### src/rtl/sysid_reader_pkg.sv
`default_nettype none
// ============================================================================
// Module   : sysid_reader_pkg
// Brief    : Shared types and constants for the system-ID reader master.
// Revision : 1.0 - initial release
// ============================================================================
package sysid_reader_pkg;

    localparam int DATA_W = 32;

    localparam logic ADDR_ID = 1'b0;
    localparam logic ADDR_TS = 1'b1;

    typedef enum logic [2:0] {
        IDLE   = 3'd0,
        REQ_ID = 3'd1,
        LAT_ID = 3'd2,
        REQ_TS = 3'd3,
        LAT_TS = 3'd4,
        FIN    = 3'd5
    } state_t;

endpackage
`default_nettype wire

### src/rtl/sysid_reader_timeout.sv
`default_nettype none
// ============================================================================
// Module   : sysid_reader_timeout
// Brief    : 16-bit stall counter with expire flag for the read timeout.
// Revision : 1.0 - initial release
// ============================================================================
module sysid_reader_timeout #(
    parameter int TIMEOUT_CYCLES = 1023
)(
    input  logic clk,
    input  logic rst,
    input  logic i_clear,
    input  logic i_enable,
    output logic o_expired
);

    localparam logic [15:0] c_limit = TIMEOUT_CYCLES[15:0];

    logic [15:0] r_count;

    always_ff @(posedge clk) begin
        if (rst || i_clear) begin
            r_count <= 16'd0;
        end else if (i_enable && !o_expired) begin
            r_count <= r_count + 16'd1;
        end
    end

    assign o_expired = (r_count == c_limit);

endmodule
`default_nettype wire

### src/rtl/sysid_reader_master.sv
`default_nettype none
// ============================================================================
// Module   : sysid_reader_master
// Brief    : Avalon-MM master reading system-ID and timestamp, then comparing
//            both against expected values. Define SYSID_READER_TIMEOUT_EN to
//            build the waitrequest timeout.
// Revision : 1.0 - initial release
// ============================================================================
module sysid_reader_master
    import sysid_reader_pkg::*;
#(
    parameter logic [DATA_W-1:0] EXPECTED_ID        = 32'd0,
    parameter logic [DATA_W-1:0] EXPECTED_TIMESTAMP = 32'd1417485996,
    parameter int                READ_LATENCY       = 0,
    parameter int                TIMEOUT_CYCLES     = 1023
)(
    input  logic              clock,
    input  logic              reset,
    input  logic              start,
    output logic              avm_address,
    output logic              avm_read,
    input  logic              avm_waitrequest,
    input  logic [DATA_W-1:0] avm_readdata,
    output logic              busy,
    output logic              done,
    output logic              match,
    output logic              error,
    output logic [DATA_W-1:0] id_value,
    output logic [DATA_W-1:0] timestamp_value
);

    localparam logic [2:0] c_read_latency = READ_LATENCY[2:0];
    localparam logic       c_no_latency   = (READ_LATENCY == 0);

    state_t              r_state;
    state_t              w_state_next;
    logic [2:0]          r_lat;
    logic                r_match;
    logic [DATA_W-1:0]   r_id_value;
    logic [DATA_W-1:0]   r_ts_value;
    logic                w_expired;
    logic                w_req;
    logic                w_lat;
    logic                w_accept;
    logic                w_lat_hit;
    logic                w_capture;
    logic                w_start_ok;
    logic                w_match_now;

    assign w_req       = (r_state == REQ_ID) || (r_state == REQ_TS);
    assign w_lat       = (r_state == LAT_ID) || (r_state == LAT_TS);
    assign w_accept    = w_req && !w_expired && !avm_waitrequest;
    assign w_lat_hit   = (r_lat == c_read_latency);
    assign w_capture   = c_no_latency ? w_accept : (w_lat && w_lat_hit);
    assign w_start_ok  = (r_state == IDLE) && start;
    assign w_match_now = (r_id_value == EXPECTED_ID) &&
                         (r_ts_value == EXPECTED_TIMESTAMP) && !error;

    always_ff @(posedge clock) begin
        if (reset) begin
            r_state <= IDLE;
        end else begin
            r_state <= w_state_next;
        end
    end

    always_comb begin
        w_state_next = r_state;
        case (r_state)
            IDLE:    if (start) w_state_next = REQ_ID;
            REQ_ID: begin
                if (w_expired)     w_state_next = FIN;
                else if (w_accept) w_state_next = c_no_latency ? REQ_TS : LAT_ID;
            end
            LAT_ID:  if (w_lat_hit) w_state_next = REQ_TS;
            REQ_TS: begin
                if (w_expired)     w_state_next = FIN;
                else if (w_accept) w_state_next = c_no_latency ? FIN : LAT_TS;
            end
            LAT_TS:  if (w_lat_hit) w_state_next = FIN;
            FIN:     w_state_next = IDLE;
            default: w_state_next = IDLE;
        endcase
    end

    always_comb begin
        avm_read    = 1'b0;
        avm_address = ADDR_ID;
        busy        = 1'b0;
        done        = 1'b0;
        match       = r_match;
        case (r_state)
            REQ_ID: begin
                avm_read = !w_expired;
                busy     = 1'b1;
            end
            REQ_TS: begin
                avm_read    = !w_expired;
                avm_address = ADDR_TS;
                busy        = 1'b1;
            end
            LAT_ID, LAT_TS: busy = 1'b1;
            FIN: begin
                done  = 1'b1;
                match = w_match_now;
            end
            default: ;
        endcase
    end

    // Latency count is 1 in the first cycle after acceptance.
    always_ff @(posedge clock) begin
        if (reset) begin
            r_lat      <= 3'd0;
            r_match    <= 1'b0;
            r_id_value <= '0;
            r_ts_value <= '0;
        end else begin
            if (w_start_ok) begin
                r_match <= 1'b0;
            end else if (r_state == FIN) begin
                r_match <= w_match_now;
            end
            if (w_accept) begin
                r_lat <= 3'd1;
            end else if (w_lat) begin
                r_lat <= w_lat_hit ? 3'd0 : r_lat + 3'd1;
            end
            if (w_capture) begin
                if ((r_state == REQ_ID) || (r_state == LAT_ID)) begin
                    r_id_value <= avm_readdata;
                end else begin
                    r_ts_value <= avm_readdata;
                end
            end
        end
    end

`ifdef SYSID_READER_TIMEOUT_EN
    logic r_error;

    sysid_reader_timeout #(
        .TIMEOUT_CYCLES (TIMEOUT_CYCLES)
    ) u_timeout (
        .clk       (clock),
        .rst       (reset),
        .i_clear   (!w_req || w_accept),
        .i_enable  (w_req && avm_waitrequest),
        .o_expired (w_expired)
    );

    always_ff @(posedge clock) begin
        if (reset || w_start_ok) begin
            r_error <= 1'b0;
        end else if (w_req && w_expired) begin
            r_error <= 1'b1;
        end
    end

    assign error = r_error;
`else
    assign w_expired = 1'b0;
    assign error     = 1'b0;
`endif

    assign id_value        = r_id_value;
    assign timestamp_value = r_ts_value;

endmodule
`default_nettype wire

### config.mk
export PLATFORM = sky130hd
export DESIGN_NAME = sysid_reader_master
export DESIGN_NICKNAME = d
export VERILOG_FILES = /design/src/rtl/sysid_reader_pkg.sv /design/src/rtl/sysid_reader_timeout.sv /design/src/rtl/sysid_reader_master.sv
export SDC_FILE = /design/constraint.sdc
export NUM_CORES = 1
export LEC_CHECK = 0
export CAP_MARGIN = 20
export CORE_MARGIN = 5
export CORE_UTILIZATION = 39
export DETAILED_ROUTE_END_ITERATION = 8
export PLACE_DENSITY = 0.83
export SLEW_MARGIN = 25
export SYNTH_ARGS = -nofsm -noshare
export SYNTH_HDL_FRONTEND = slang
export SYNTH_HIERARCHICAL = 1
export SYNTH_SLANG_ARGS = --single-unit
### constraint.sdc
create_clock -name clock -period 1.4 [get_ports clock]
set_input_delay 0.21 -clock clock [delete_from_list [all_inputs] [get_ports clock]]
set_output_delay 0.21 -clock clock [all_outputs]
set_load 0.02 [all_outputs]
=== After elaboration in Yosys (flattened, before gate mapping) ===
Index checks and enable logic that the tools add are counted.

* Register bits after elaboration: 71
* Output and inout bits: 70
* Word-level logic and storage cells: 51

* $add $sub $neg: 1
* Equal/unequal tests: 11
* Muxes and demuxes: 14
* Bitwise gates (word level): 1
* Reduce and logical (&&, ||, !) cells: 18

{| class="wikitable"
|+ Operators with widths
! operator !! count
|-
| 32-bit by 31-bit == test with 1-bit output (second input constant) || 1
|-
| 32-bit zero test || 1
|-
| 3-bit 2-to-1 mux || 6
|-
| 3-bit one-hot mux with 5 select lines || 1
|-
| 2-bit inequality test (second input constant) || 5
|-
| 1-bit 2-to-1 mux || 7
|-
| 3-bit by 2-bit == test with 1-bit output (second input constant) || 2
|-
| 3-bit == test (second input constant) || 2
|-
| 3-bit zero test || 2
|-
| 2-bit OR reduction || 3
|-
| 5-bit AND reduction || 1
|-
| 2-bit AND reduction || 2
|-
| 4-bit OR reduction || 1
|-
| 3-bit by 1-bit adder with 3-bit output (second input constant) || 1
|-
| 3-bit by 1-bit == test with 1-bit output (second input constant) || 1
|-
| 1-bit logical AND || 3
|-
| 1-bit logical OR || 3
|-
| 2-bit nonzero test || 1
|-
| 1-bit zero test || 1
|-
| 1-bit NOT || 1
|}

=== Longest topological paths before layout ===
Gate-level depths: netlist (run 1).

* Word-level depth: 5
* Depth in mapped cells: 8
* Depth with buffers taken out: 7

=== Worst setup path after synthesis (run 1) ===
OpenSTA, ideal clock, no wires.

* Path kind: register to register
* From: reg r_ts_value[13], in the netlist timestamp_value[13]
* To: reg r_match
* Arrival time: 1.499 ns
* Setup slack: -0.160 ns
* Cell stages (with the launch flop): 5
* Buffers on the path: 0
* Clock period less this slack: 1.560 ns
* Cell sequence: dfxtp_1 > or4b_1 > nor4_1 > o2bb2ai_1 > and2_1

* Longest elaborated chain between the ends: 3

{| class="wikitable"
|+ RTL lines
! what !! line !! text
|-
| from (decl) || sysid_reader_master.sv:40 || <nowiki>logic [DATA_W-1:0] r_ts_value;</nowiki>
|-
| from (signal assigned) || sysid_reader_master.sv:133 || <nowiki>r_ts_value <= avm_readdata;</nowiki>
|-
| 32-bit by 31-bit == test with 1-bit output || sysid_reader_master.sv:57 || <nowiki>(r_ts_value == EXPECTED_TIMESTAMP) && !error;</nowiki>
|-
| 1-bit logical AND || sysid_reader_master.sv:56 || <nowiki>assign w_match_now = (r_id_value == EXPECTED_ID) &&</nowiki>
|-
| 1-bit 2-to-1 mux || -- ||
|-
| net match || sysid_reader_master.sv:26 || <nowiki>output logic match,</nowiki>
|-
| to (signal assigned) || sysid_reader_master.sv:122 || <nowiki>r_match <= w_match_now;</nowiki>
|-
| to (decl) || sysid_reader_master.sv:38 || <nowiki>logic r_match;</nowiki>
|}

The timed path passes the listed nets, and every way through them passes these cells.
A chain may end at the register's enable or synchronous reset.

=== Final worst setup path (run 1) ===
* From: reg r_id_value[14], in the netlist id_value[14]
* To: out match

* Longest elaborated chain between the ends: 3

{| class="wikitable"
|+ RTL lines
! what !! line !! text
|-
| from (decl) || sysid_reader_master.sv:39 || <nowiki>logic [DATA_W-1:0] r_id_value;</nowiki>
|-
| from (signal assigned) || sysid_reader_master.sv:131 || <nowiki>r_id_value <= avm_readdata;</nowiki>
|-
| 32-bit zero test || sysid_reader_master.sv:56 ||
|-
| 1-bit logical AND || sysid_reader_master.sv:56 ||
|-
| 1-bit 2-to-1 mux || -- ||
|-
| to (decl) || sysid_reader_master.sv:26 ||
|}

No other way between the ends.

==> results of run 1 <==
-- logic make-up (layout without fill, tap and decap cells) --
logic type / Yosys count / count (layout) / synth area share (%)
buffers and inverters: 27 / 220 / 5.20
AND/OR/NAND/NOR: 178 / 181 / 28.3
XOR/XNOR: 2 / 2 / 0.628
flip-flops: 71 / 71 / 50.9
multiplexers: 2 / 2 / 0.718
adder cells (fa/ha/maj): 2 / 2 / 0.897
AO/OA/AOI/OAI: 72 / 72 / 13.2
other: 1 / 1 / 0.134
-- cells in the final DEF (no fill, tap or decap), drive strengths merged, types with 2 or more instances in the layout --
cell / synthesis / routed
buf: 16 / 102
nand2: 132 / 132
nand4: 4 / 4
and4b: 2 / 2
bufinv: 0 / 2
and2: 3 / 6
dfxtp: 71 / 71
xnor2: 2 / 2
clkdlybuf4s15: 0 / 22
nor2: 9 / 9
mux2i: 2 / 2
inv: 3 / 3
nor4b: 4 / 4
clkinv: 0 / 2
dlygate4sd2: 0 / 23
clkbuf: 8 / 32
nand2b: 3 / 3
nor4: 8 / 8
nor3: 4 / 4
nor2b: 4 / 4
a21oi: 69 / 69
clkdlybuf4s50: 0 / 34
ha: 2 / 2
-- state kept, by name (all words and copies together), names as in the netlist --
name,cells
id_value,32
r_lat,3
r_match,1
r_state,3
timestamp_value,32
-- cell usage after synthesis, types with 2 or more instances --
| library cell | n |
|---|---|
| mux2i_1 | 2 |
| and2_1 | 3 |
| nor2b_1 | 3 |
| ha_1 | 2 |
| buf_2 | 11 |
| nor3_1 | 4 |
| buf_6 | 3 |
| nor4_1 | 8 |
| nand2_1 | 132 |
| buf_4 | 2 |
| inv_1 | 3 |
| nand2b_1 | 3 |
| nor4b_1 | 4 |
| dfxtp_1 | 71 |
| nand4_1 | 4 |
| a21oi_1 | 69 |
| and4b_1 | 2 |
| nor2_1 | 9 |
| clkbuf_1 | 8 |
| xnor2_1 | 2 |
-- worst max-delay path by stage --
stage,startpoint,to,slack [ns],depth (start not counted)
5_1_grt,id_value[14]$_SDFFE_PP0P_,match,-0.79,5
2_1_floorplan,timestamp_value[13]$_SDFFE_PP0P_,r_match$_SDFF_PP0_,-0.06,4
6_report,id_value[14]$_SDFFE_PP0P_,match,-0.76,5
3_5_place_dp,id_value[4]$_SDFFE_PP0P_,match,-0.73,5
3_3_place_gp,id_value[4]$_SDFFE_PP0P_,match,-0.65,5
4_1_cts,timestamp_value[13]$_SDFFE_PP0P_,match,-0.59,4
-- metrics by stage --
| stage | cell area (sq um) | cells | setup WS, ns | total power, uW |
|---|---|---|---|---|
| floorplan | 2830 | 355 | -0.0559 | 2550 |
| global placement | 4500 | 611 | -0.653 | 3010 |
| detailed placement | 4500 | 611 | -0.731 | 3030 |
| CTS | 5320 | 650 | -0.591 | 4950 |
| global route | 5870 | 647 | -0.789 | 5490 |
| finish | 5870 | 647 | -0.759 | 5350 |
-- layout make-up --
cell class / instances / area [sq um]
fill: 325 / 996
timing repair buffer: 202 / 1920
tap: 96 / 120
sequential: 71 / 1430
clock inverter: 4 / 70.1
inverter: 3 / 11.3
multi-input combinational: 260 / 2180
clock buffer: 11 / 141
-- report_power, final --
part / internal [uW] / total, uW / switching [uW]
Combinational: 612 / 1300 / 691
Sequential: 2100 / 2160 / 63.2
Clock: 1040 / 1890 / 850
Total: 3750 / 5350 / 1600
-- metal layers --
layer	GRT usage, %	routed length [um]	vias to the layer above
li1	-	-	1568
met1	31.8	5310	1744
met2	49.1	7330	226
met3	5.58	1200	82
met4	12.5	974	0
met5	0	0	-
-- critical path: stages, from the launching register on --
cell       delay [ns]
dfxtp_1          0.32
nor4_1           0.42
nand2_1          0.18
nor4_4           0.34
o2bb2ai_2        0.17
buf_6            0.15
-- timing repair --
action                                  in CTS  in global routing
setup buffers                               16                  6
endpoints found under the setup margin     135                 93
pin swaps                                   90                 76
cloned                                       8                  2
resized for setup                          195                227
==> flow_summary.ini, run 1 <==
[worst_setup_path]
crit_type = register to output port
r2r_slack_ns = -0.31
cp-end-kind = output port
r2r-start = r_state[0]$_SDFFE_PP0P_
r2r-end = timestamp_value[4]$_SDFFE_PP0P_
arrival_ns = 1.95
critPathLaunchType = register
crit_required_ns = 1.19
cp_max_fo = 2
r2r_cells = 8

[floorplanning]
coreArea_sq_um = 6870
initial_core_util_pct = 40.6
die_w_um = 94.6
ios = 106
rows = 30
dieHeight_um = 94.6
die-area_sq_um = 8950

[drt]
viasPerCell = 5.60
vias = 3620
wire_per_inst_um = 22.9
drc = 0
routed_wl_um = 14800
postRouteAntennaNets = 0
drtPass1Iterations = 5
drt_iter0_markers = 221

[min_path]
holdPathStages = 2
holdCritPathClass = input pin to register
holdPathEnd = id_value[21]$_SDFFE_PP0P_
worstHoldStart = reset

[sta]
fin_crit_ns = 2.16
finalSetupViolations = 84
setup_tns_ns = -15.24
finalWorstSetupSlack_ns = -0.759
rsz0062_at_grt = true
fin_crit_sh_pct = 154
worst_hold_slack_ns = 0.255
fin_skew_ns = 0.00857
hold_viol = 0
clock.fmax_mhz = 463
maxSlewViolCount = 0

[placement]
io_buffers = 104
gp_congestion = 0.828
hpwl_um = 6730

[global_route]
grt_max_degree = 32
antenna_found_initial = 0
grt_pass1_wl_um = 18800
track_usage_pct = 27.6
first_global_vias = 3667
gr-total-overflow = 0

[layout]
final_net_count = 585
fin_util_pct = 85.5
drive_above_1_share_pct = 59.0
antenna_cells = 0
area_growth_pct = 110

[clocking]
hold_buffers = 0
clock_sinks = 71
cts_tree = done
cts_max_path_buffers = 2
clk_latency_ns = 0.37
htreeDepth = 3
cts_root_buf = clkbuf_8
clk_pin_slew_ns = 0.08
cts_buffers = 9

[run_status]
violations = negative setup slack
outcome = complete, but fails checks

[yosys]
yosysTopAreaCellShare_pct = 50.9
synth_cell_type_count = 30
synth_nets = 393
syn_inst = 355
ys_seq_elements = 71
avgSynthCellArea_sq_um = 7.86
syn_area_sq_um = 2790
yosysTopAreaCell = dfxtp_1
yosys_warnings = 6
seq_area_frac_synth_pct = 50.9
synthArstFlopShare_pct = 0
synth_ff_type = dfxtp_1
synth_top_cells_by_area = dfxtp_1 51%, nand2_1 18%, a21oi_1 12%, buf_2 2.0%, nor4_1 1.8%
synth_edf_count = 0

[pwr]
ir_drop_v = 0.000700
power_leakage_uw = 0.00242
p_per_area_nw_per_um2 = 911

[job]
max-cap-violations = 0
No activity file was read; power rests on OpenSTA's default activity.
==> inputs of run 2 (changes only) <==
Settings changed: MAX_ROUTING_LAYER set to met4.
==> run 2 against run 1 <==
Against the previous run:
- the flow still finishes with violations (negative setup slack)
- wire length about the same
- power about the same
- hold slack improved by 0.018 ns
- die area unchanged
- maximum frequency increased by 2.8%
- sequential power about the same
- clock skew increased by 0.0028 ns
- flip-flop and latch count unchanged
- via count increased by 0.55%
- core utilization decreased by 0.055 points
- highest routed layer unchanged
==> flow_summary.ini, run 2 (synthesis results as in run 1) <==
[worst_setup_path]
arrival_ns = 1.89
critPathLaunchType = register
r2r-start = r_state[0]$_SDFFE_PP0P_
cp_max_fo = 2
cp-end-kind = output port
r2r_slack_ns = -0.29
r2r-end = timestamp_value[4]$_SDFFE_PP0P_
r2r_cells = 10
crit_type = register to output port
crit_required_ns = 1.19

[global_route]
gr-total-overflow = 0
grt_max_degree = 32
grt_pass1_wl_um = 18800
antenna_found_initial = 0
track_usage_pct = 28.4
first_global_vias = 3671

[clocking]
cts_tree = done
clock_sinks = 71
htreeDepth = 3
hold_buffers = 0
cts_buffers = 9
cts_max_path_buffers = 2
clk_latency_ns = 0.37
clk_pin_slew_ns = 0.08
cts_root_buf = clkbuf_8

[min_path]
holdCritPathClass = input pin to register
worstHoldStart = reset
holdPathStages = 2
holdPathEnd = id_value[21]$_SDFFE_PP0P_

[pwr]
ir_drop_v = 0.000740
power_leakage_uw = 0.00242
p_per_area_nw_per_um2 = 911
p_total_uw = 5350

[run_status]
outcome = complete, but fails checks
violations = negative setup slack

[sta]
rsz0062_at_grt = true
finalSetupViolations = 83
fin_crit_ns = 2.10
fin_skew_ns = 0.0113
clock.fmax_mhz = 476
maxSlewViolCount = 0
worst_hold_slack_ns = 0.273
fin_crit_sh_pct = 150
finalWorstSetupSlack_ns = -0.700
hold_viol = 0

[placement]
post-place-ws_ns = -0.731
hpwl_um = 6730
io_buffers = 104
gp_congestion = 0.840

[job]
max-cap-violations = 0

[drt]
routed_wl_um = 14800
drtPass1Iterations = 5
drc = 0
drt_iter0_markers = 339
vias = 3640
wire_per_inst_um = 22.9
postRouteAntennaNets = 0
viasPerCell = 5.63

[layout]
drive_above_1_share_pct = 58.8
final_net_count = 585
antenna_cells = 0
area_growth_pct = 110
layout_common_cells = 72 x buf_4, 64 x a21oi_2, 62 x dfxtp_1
fin_util_pct = 85.4
layout_commonest_cell = buf_4

[floorplanning]
die_w_um = 94.6
ios = 106
dieHeight_um = 94.6
rows = 30
coreArea_sq_um = 6870
die-area_sq_um = 8950
initial_core_util_pct = 40.6
-- run 2: critical path, cell delays in order, from the launching register on --
cell and delay [ns]:
dfxtp_1 0.33, nor4_1 0.39, nand2_1 0.17, nor4_4 0.33
o2bb2ai_2 0.16, buf_6 0.14
-- run 2: cell type report --
type / count / area, sq um
sequential: 71 / 1430
clock buffer: 11 / 141
multi-input combinational: 260 / 2170
inverter: 3 / 11.3
tap: 96 / 120
timing repair buffer: 202 / 1920
fill: 311 / 1000
clock inverter: 4 / 70.1
-- run 2: what timing repair did --
action,4_1_cts,5_1_grt
setup endpoints to repair,135,93
resized for setup,195,226
hold endpoints to repair,0,0
pin swaps,90,76
setup buffers,16,6
cloned,8,2
-- run 2: stage by stage --
stage | cell area, sq um | TNS [ns] | std cells
after floorplan | 2830 | -0.0980 | 355
after global placement | 4500 | -12.49 | 611
after detailed placement | 4500 | -14.01 | 611
after CTS | 5320 | -8.11 | 650
after global routing | 5870 | -18.54 | 647
final | 5870 | -15.08 | 647
-- run 2: layer usage --
metal	vias to the layer above	GRT usage (%)	wire, um
met2	219	48.8	7520
li1	1568	-	-
met5	-	-	0
met1	1781	32.2	5500
met4	0	12.5	846
met3	72	5.26	956
-- run 2: power breakdown --
part	switching (uW)	leakage, uW	internal [uW]
sequential	66.0	0.000579	2100
clock	848	0.000109	1040
combinational	688	0.00173	611
-- run 2: how the worst max path moves through the flow --
stage | start | end | slack, ns | cells after the start
floorplan | timestamp_value[13]$_SDFFE_PP0P_ | r_match$_SDFF_PP0_ | -0.06 | 4
global placement | id_value[4]$_SDFFE_PP0P_ | match | -0.65 | 5
detailed placement | id_value[4]$_SDFFE_PP0P_ | match | -0.73 | 5
CTS | timestamp_value[13]$_SDFFE_PP0P_ | match | -0.59 | 4
global route | id_value[14]$_SDFFE_PP0P_ | match | -0.75 | 5
finish | id_value[14]$_SDFFE_PP0P_ | match | -0.70 | 5
